File: config.mk
export PLATFORM = sky130hd
export DESIGN_NAME = scr_arbiter
export DESIGN_NICKNAME = d
export VERILOG_FILES = /design/src/rtl/scr_pkg.sv /design/src/rtl/scr_clear_seq.sv /design/src/rtl/scr_arbiter.sv
export SDC_FILE = /design/constraint.sdc
export NUM_CORES = 1
export LEC_CHECK = 0
export ABC_AREA = 0
export BUFFER_PORTS_ARGS = -buffer_cell sky130_fd_sc_hd__buf_4
export CAP_MARGIN = 40
export CORE_UTILIZATION = 25
export CTS_BUF_LIST = sky130_fd_sc_hd__clkbuf_16
export CTS_CLUSTER_SIZE = 30
export DETAILED_ROUTE_END_ITERATION = 16
export MAX_ROUTING_LAYER = met4
export PLACE_DENSITY = 0.7
export SLEW_MARGIN = 10
export SYNTH_ARGS = -nofsm -noshare
export SYNTH_HDL_FRONTEND = slang
export SYNTH_SLANG_ARGS = --single-unit
File: constraint.sdc
create_clock -name clk -period 1.8 [get_ports clk]
set_input_delay 0.27 -clock clk [delete_from_list [all_inputs] [get_ports clk]]
set_output_delay 0.27 -clock clk [all_outputs]
set_load 0.01 [all_outputs]
File: src/rtl/scr_pkg.sv
// scr_pkg: shared widths and FSM state type for the scratch RAM arbiter.
package scr_pkg;
    localparam int SCR_ADDR_W = 8;
    localparam int SCR_DATA_W = 10;
    typedef enum logic [0:0] {CLEAR = 1'b0, RUN = 1'b1} scr_state_t;
endpackage

File: src/rtl/scr_clear_seq.sv
// scr_clear_seq: address counter for the post-reset zero fill, flags the last word.
module scr_clear_seq
    import scr_pkg::*;
(
    input  logic                  clk,
    input  logic                  rst,
    input  logic                  en,
    output logic [SCR_ADDR_W-1:0] addr,
    output logic                  done
);
    always_ff @(posedge clk) begin
        if (rst) addr <= '0;
        else if (en) addr <= addr + 1'b1;
    end
    assign done = en && (&addr);
endmodule

File: src/rtl/scr_arbiter.sv
// scr_arbiter: CPU/DMA arbiter for a scratch RAM with DMA starvation guard
// and an optional zero fill after reset.
module scr_arbiter
    import scr_pkg::*;
#(
    parameter int STARVE_MAX     = 4,
    parameter bit CLEAR_ON_RESET = 1'b1
) (
    input  logic                  clk,
    input  logic                  RST,
    input  logic                  CPU_REQ,
    input  logic                  CPU_WE,
    input  logic [SCR_ADDR_W-1:0] CPU_ADDR,
    input  logic [SCR_DATA_W-1:0] CPU_DIN,
    output logic                  CPU_GNT,
    output logic [SCR_DATA_W-1:0] CPU_DOUT,
    input  logic                  DMA_REQ,
    input  logic                  DMA_WE,
    input  logic [SCR_ADDR_W-1:0] DMA_ADDR,
    input  logic [SCR_DATA_W-1:0] DMA_DIN,
    output logic                  DMA_GNT,
    output logic [SCR_DATA_W-1:0] DMA_DOUT,
    output logic [SCR_ADDR_W-1:0] SCR_ADDR,
    output logic                  SCR_WE,
    output logic [SCR_DATA_W-1:0] DATA_IN,
    input  logic [SCR_DATA_W-1:0] DATA_OUT,
    output logic                  BUSY
);
    localparam int SW = $clog2(STARVE_MAX + 1);

    scr_state_t            state;
    logic [SW-1:0]         starve_cnt;
    logic [SCR_ADDR_W-1:0] clr_addr;
    logic                  clr_done;
    logic                  clearing;
    logic                  running;

    // Outputs are gated by RST so an access in flight during reset never writes.
    assign clearing = !RST && state == CLEAR;
    assign running  = !RST && state == RUN;
    assign DMA_GNT  = running && DMA_REQ && (!CPU_REQ || starve_cnt == SW'(STARVE_MAX));
    assign CPU_GNT  = running && CPU_REQ && !DMA_GNT;
    assign BUSY     = clearing;
    assign SCR_WE   = clearing || (CPU_GNT && CPU_WE) || (DMA_GNT && DMA_WE);
    assign SCR_ADDR = clearing ? clr_addr : CPU_GNT ? CPU_ADDR : DMA_GNT ? DMA_ADDR : '0;
    assign DATA_IN  = CPU_GNT ? CPU_DIN : DMA_GNT ? DMA_DIN : '0;
    assign CPU_DOUT = CPU_GNT ? DATA_OUT : '0;
    assign DMA_DOUT = DMA_GNT ? DATA_OUT : '0;

    scr_clear_seq u_clear (
        .clk  (clk),
        .rst  (RST),
        .en   (clearing),
        .addr (clr_addr),
        .done (clr_done)
    );

    always_ff @(posedge clk) begin
        if (RST) begin
            state      <= CLEAR_ON_RESET ? CLEAR : RUN;
            starve_cnt <= '0;
        end else begin
            if (clr_done) state <= RUN;
            starve_cnt <= (running && DMA_REQ && !DMA_GNT)
                        ? (starve_cnt == SW'(STARVE_MAX) ? starve_cnt : starve_cnt + 1'b1)
                        : '0;
        end
    end
endmodule

==> flow_metrics.env <==
export IMPL_worst_slack_ns=-0.154
export IMPL_place_port_buffers=93
export IMPL_holdWs_ns=0.299
export IMPL_routed_wl_microns=3710
export IMPL_io_pins=94
export IMPL_cts_buffer_depth=2
export IMPL_dieArea_sq_um=4130
export IMPL_cts_root_buffer="clkbuf_16"
export IMPL_synth_warnings=0
export IMPL_drtPass1Iterations=4
export IMPL_hold_end="u_clear.addr[5]"
export IMPL_violations="negative setup slack"
export IMPL_status="finished, violations left"
export IMPL_grt_pass1_vias=1153
export IMPL_row_count=22
export IMPL_crit_chain="inv_2 > ha_4 > a21boi_4 > and3b_2 > a221o_1 > buf_6"
export IMPL_dp_hpwl_microns=2460
export IMPL_critPathRequiredTime_ns=1.53
export IMPL_place_gp_congestion=0.770
export IMPL_powerDensity_nw_per_um2=397
export IMPL_die_h_microns=64.3
export IMPL_critical_path_max_fanout=8
export IMPL_grt_max_degree=31
export IMPL_postSynthAreaPerCell_sq_um=8.51
export IMPL_synth_cell_type_count=27
export IMPL_fin_util_pct=57.0
export IMPL_regArea_sq_um=243
export IMPL_core_area_sq_um=3690
export IMPL_synth_simple_area_share_pct=36.5
export IMPL_ys_top_cells_by_area="dfxtp_1 (25%), and2_1 (18%), a221o_1 (9.3%)"
export IMPL_antenna_found_initial=0
export IMPL_async_reset_ff_share_pct=0
export IMPL_drc=0
export IMPL_crit_arrival_ns=1.68
export IMPL_whs_path_depth=2
export IMPL_vdd_drop_max_mv=0.326
export IMPL_drt_iter0_markers=32
export IMPL_r2r_slack_ns=0.51
export IMPL_synth_xor_area_share_pct=4.52
export IMPL_hold_violations=0
export IMPL_cp_top_family="compound AO/OA/AOI/OAI gates"
export IMPL_fin_nets=272
export IMPL_worst_pin_slew_ns=0.279
export IMPL_worstReg2RegEnd="u_clear.addr[6]"
export IMPL_synth_common_cells="and2_1 (28), dfxtp_1 (12), a22o_1 (10), nor2_1 (10), a221o_1 (9)"
export IMPL_min_period_over_period_pct=109
export IMPL_path_clk_slew_ns=0.04
export IMPL_wl_per_cell_microns=14.1
export IMPL_place_ws_ns=-0.0239
export IMPL_grtUsageTotal_pct=17.1
export IMPL_synth_edf_count=0
export IMPL_synth_top_family_by_area="simple AND/OR/NAND/NOR gates"
export IMPL_drv_cap=0
export IMPL_hold_buffers=0
export IMPL_synth_compound_area_share_pct=22.7
export IMPL_drtAntennaViolNets=0
export IMPL_hold_path_class="primary input to flop"
export IMPL_synth_nets=169
export IMPL_multi_input_area_sq_um=749
export IMPL_slowest_delay_ns=0.34
export IMPL_final_max_slew_viol_count=0
export IMPL_overflow=0
export IMPL_synthAdderAreaFrac_pct=3.87
export IMPL_r2r_cells=4
export IMPL_synth_seq_area_share_pct=24.8
export IMPL_power_leakage_nw=1.03
export IMPL_yosysMostFrequentCell="and2_1"
export IMPL_ctsHtreeMaxLevel=1
export IMPL_area_growth_pct=117
export IMPL_diodes=0
export IMPL_crit_path_top_delay_cell="a221o_1"
export IMPL_cts_inserted_buffers=3
export IMPL_grt_pass1_wl_microns=5420
export IMPL_fillCellCount=333
export IMPL_worst_path_stages=6
export IMPL_synthMuxAreaShare_pct=1.03
export IMPL_final_area_sq_um=2100
export IMPL_vias=1275
export IMPL_path_class="flop to output pin"
export IMPL_slew_headroom_pct=81.3
export IMPL_syn_inst=114
export IMPL_tritoncts="yes"
export IMPL_synth_top_area_share_pct=24.8
export IMPL_synth_flop_cell="dfxtp_1"
export IMPL_clock_latency_ns=0.24
export IMPL_rsz0062_at_grt="true"
export IMPL_r2r_start="u_clear.addr[0]"
export IMPL_numClockSinks=12
export IMPL_period_needed_ns=1.95
export IMPL_setup_tns_ns=-2.89
export IMPL_crit_path_end_kind="output pin"
export IMPL_fin_skew_ns=0.000546
export IMPL_drt_vias_per_instance=4.85
export IMPL_cp_start_kind="flop"
export IMPL_finalSetupViolCount=29
export IMPL_die_width_microns=64.3
export IMPL_start_util_pct=26.3
export IMPL_crit_buf_inv=2
export IMPL_place_area_sq_um=1750
export IMPL_fmax_ghz=0.512
export IMPL_syn_area_sq_um=970
export IMPL_synth_seq_cells=12
export IMPL_layout_drive_gt1_share_pct=61.9
export IMPL_synth_area_leader_cell="dfxtp_1"
export IMPL_min_delay_start="RST"
## through the flow
| stage | total power (W) | instances |
|---|---|---|
| CTS | 0.000838 | 261 |
| floorplan | 0.000314 | 114 |
| global route | 0.000867 | 263 |
| detailed placement | 0.000420 | 253 |
| global placement | 0.000418 | 253 |
| finish | 0.000836 | 263 |
## per-layer routing
layer	part of all wire (%)	routed length, microns	vias to the layer above	track usage, %
met3	8.0	298	7	3.75
met2	53	1950	56	29.5
li1	-	-	623	-
met1	38	1400	589	18.6
met4	1.8	65	0	7.50
met5	0	0	-	-
## cell type report
| type | instances | share of cell area (%) |
|---|---|---|
| Sequential cell | 12 | 11.5 |
| Clock buffer | 3 | 3.57 |
| Tap cell | 48 | 2.86 |
| Multi-Input combinational cell | 93 | 35.7 |
| Timing Repair Buffer | 104 | 45.8 |
| Inverter | 3 | 0.536 |
## report_power, final
group	internal [W]	switching [W]	leakage (nW)
Combinational	0.0000972	0.0000458	0.898
Clock	0.000290	0.000119	0.0370
Sequential	0.000273	0.0000111	0.0983
## placed cells by master (no fill, tap or decap), types with 2 or more instances in the layout
cell / n
nor2_1: 10
a21oi_1: 4
nand4b_1: 2
buf_6: 32
nand2_1: 2
a22o_1: 10
dfxtp_1: 10
inv_2: 2
dfxtp_2: 2
xor2_1: 3
nand3_1: 2
buf_12: 2
and2_4: 14
or3_1: 3
clkbuf_16: 4
o21ai_0: 3
buf_4: 68
and2_1: 14
xnor2_1: 2
and3b_2: 2
a221o_1: 9
ha_1: 2
## sequential cells by signal, indices dropped and copies added (netlist names)
| register | count |
|---|---|
| state | 1 |
| u_clear.addr | 8 |
| starve_cnt | 3 |
## repair_timing
action / in CTS / in global routing
buffers inserted: 2 / 0
pin swaps: 27 / 5
resized for setup: 51 / 6
endpoints found under the hold margin: 0 / 0
cloned: 3 / 2
setup endpoints to repair: 33 / 40
## cell families (layout without fill, tap and decap cells)
kind of cell	count (synthesis)	count (layout)
and+or+nand+nor	55	57
DFF	12	12
muxes	1	1
AOI/OAI and AO/OA	27	27
xor gates and xnor gates	5	5
buffers and inverters	11	110
adders and majority gates	3	3
## worst max-delay path by stage
stage | from | to | slack [ns]
2_1_floorplan | starve_cnt[0] | SCR_ADDR[0] | 0.09
3_3_place_gp | starve_cnt[0] | DATA_IN[4] | 0.01
3_5_place_dp | starve_cnt[0] | SCR_ADDR[6] | -0.02
4_1_cts | starve_cnt[1] | SCR_ADDR[1] | -0.15
5_1_grt | starve_cnt[1] | SCR_WE | -0.23
6_report | starve_cnt[0] | SCR_ADDR[7] | -0.15
(Power assumes the default switching activity.)
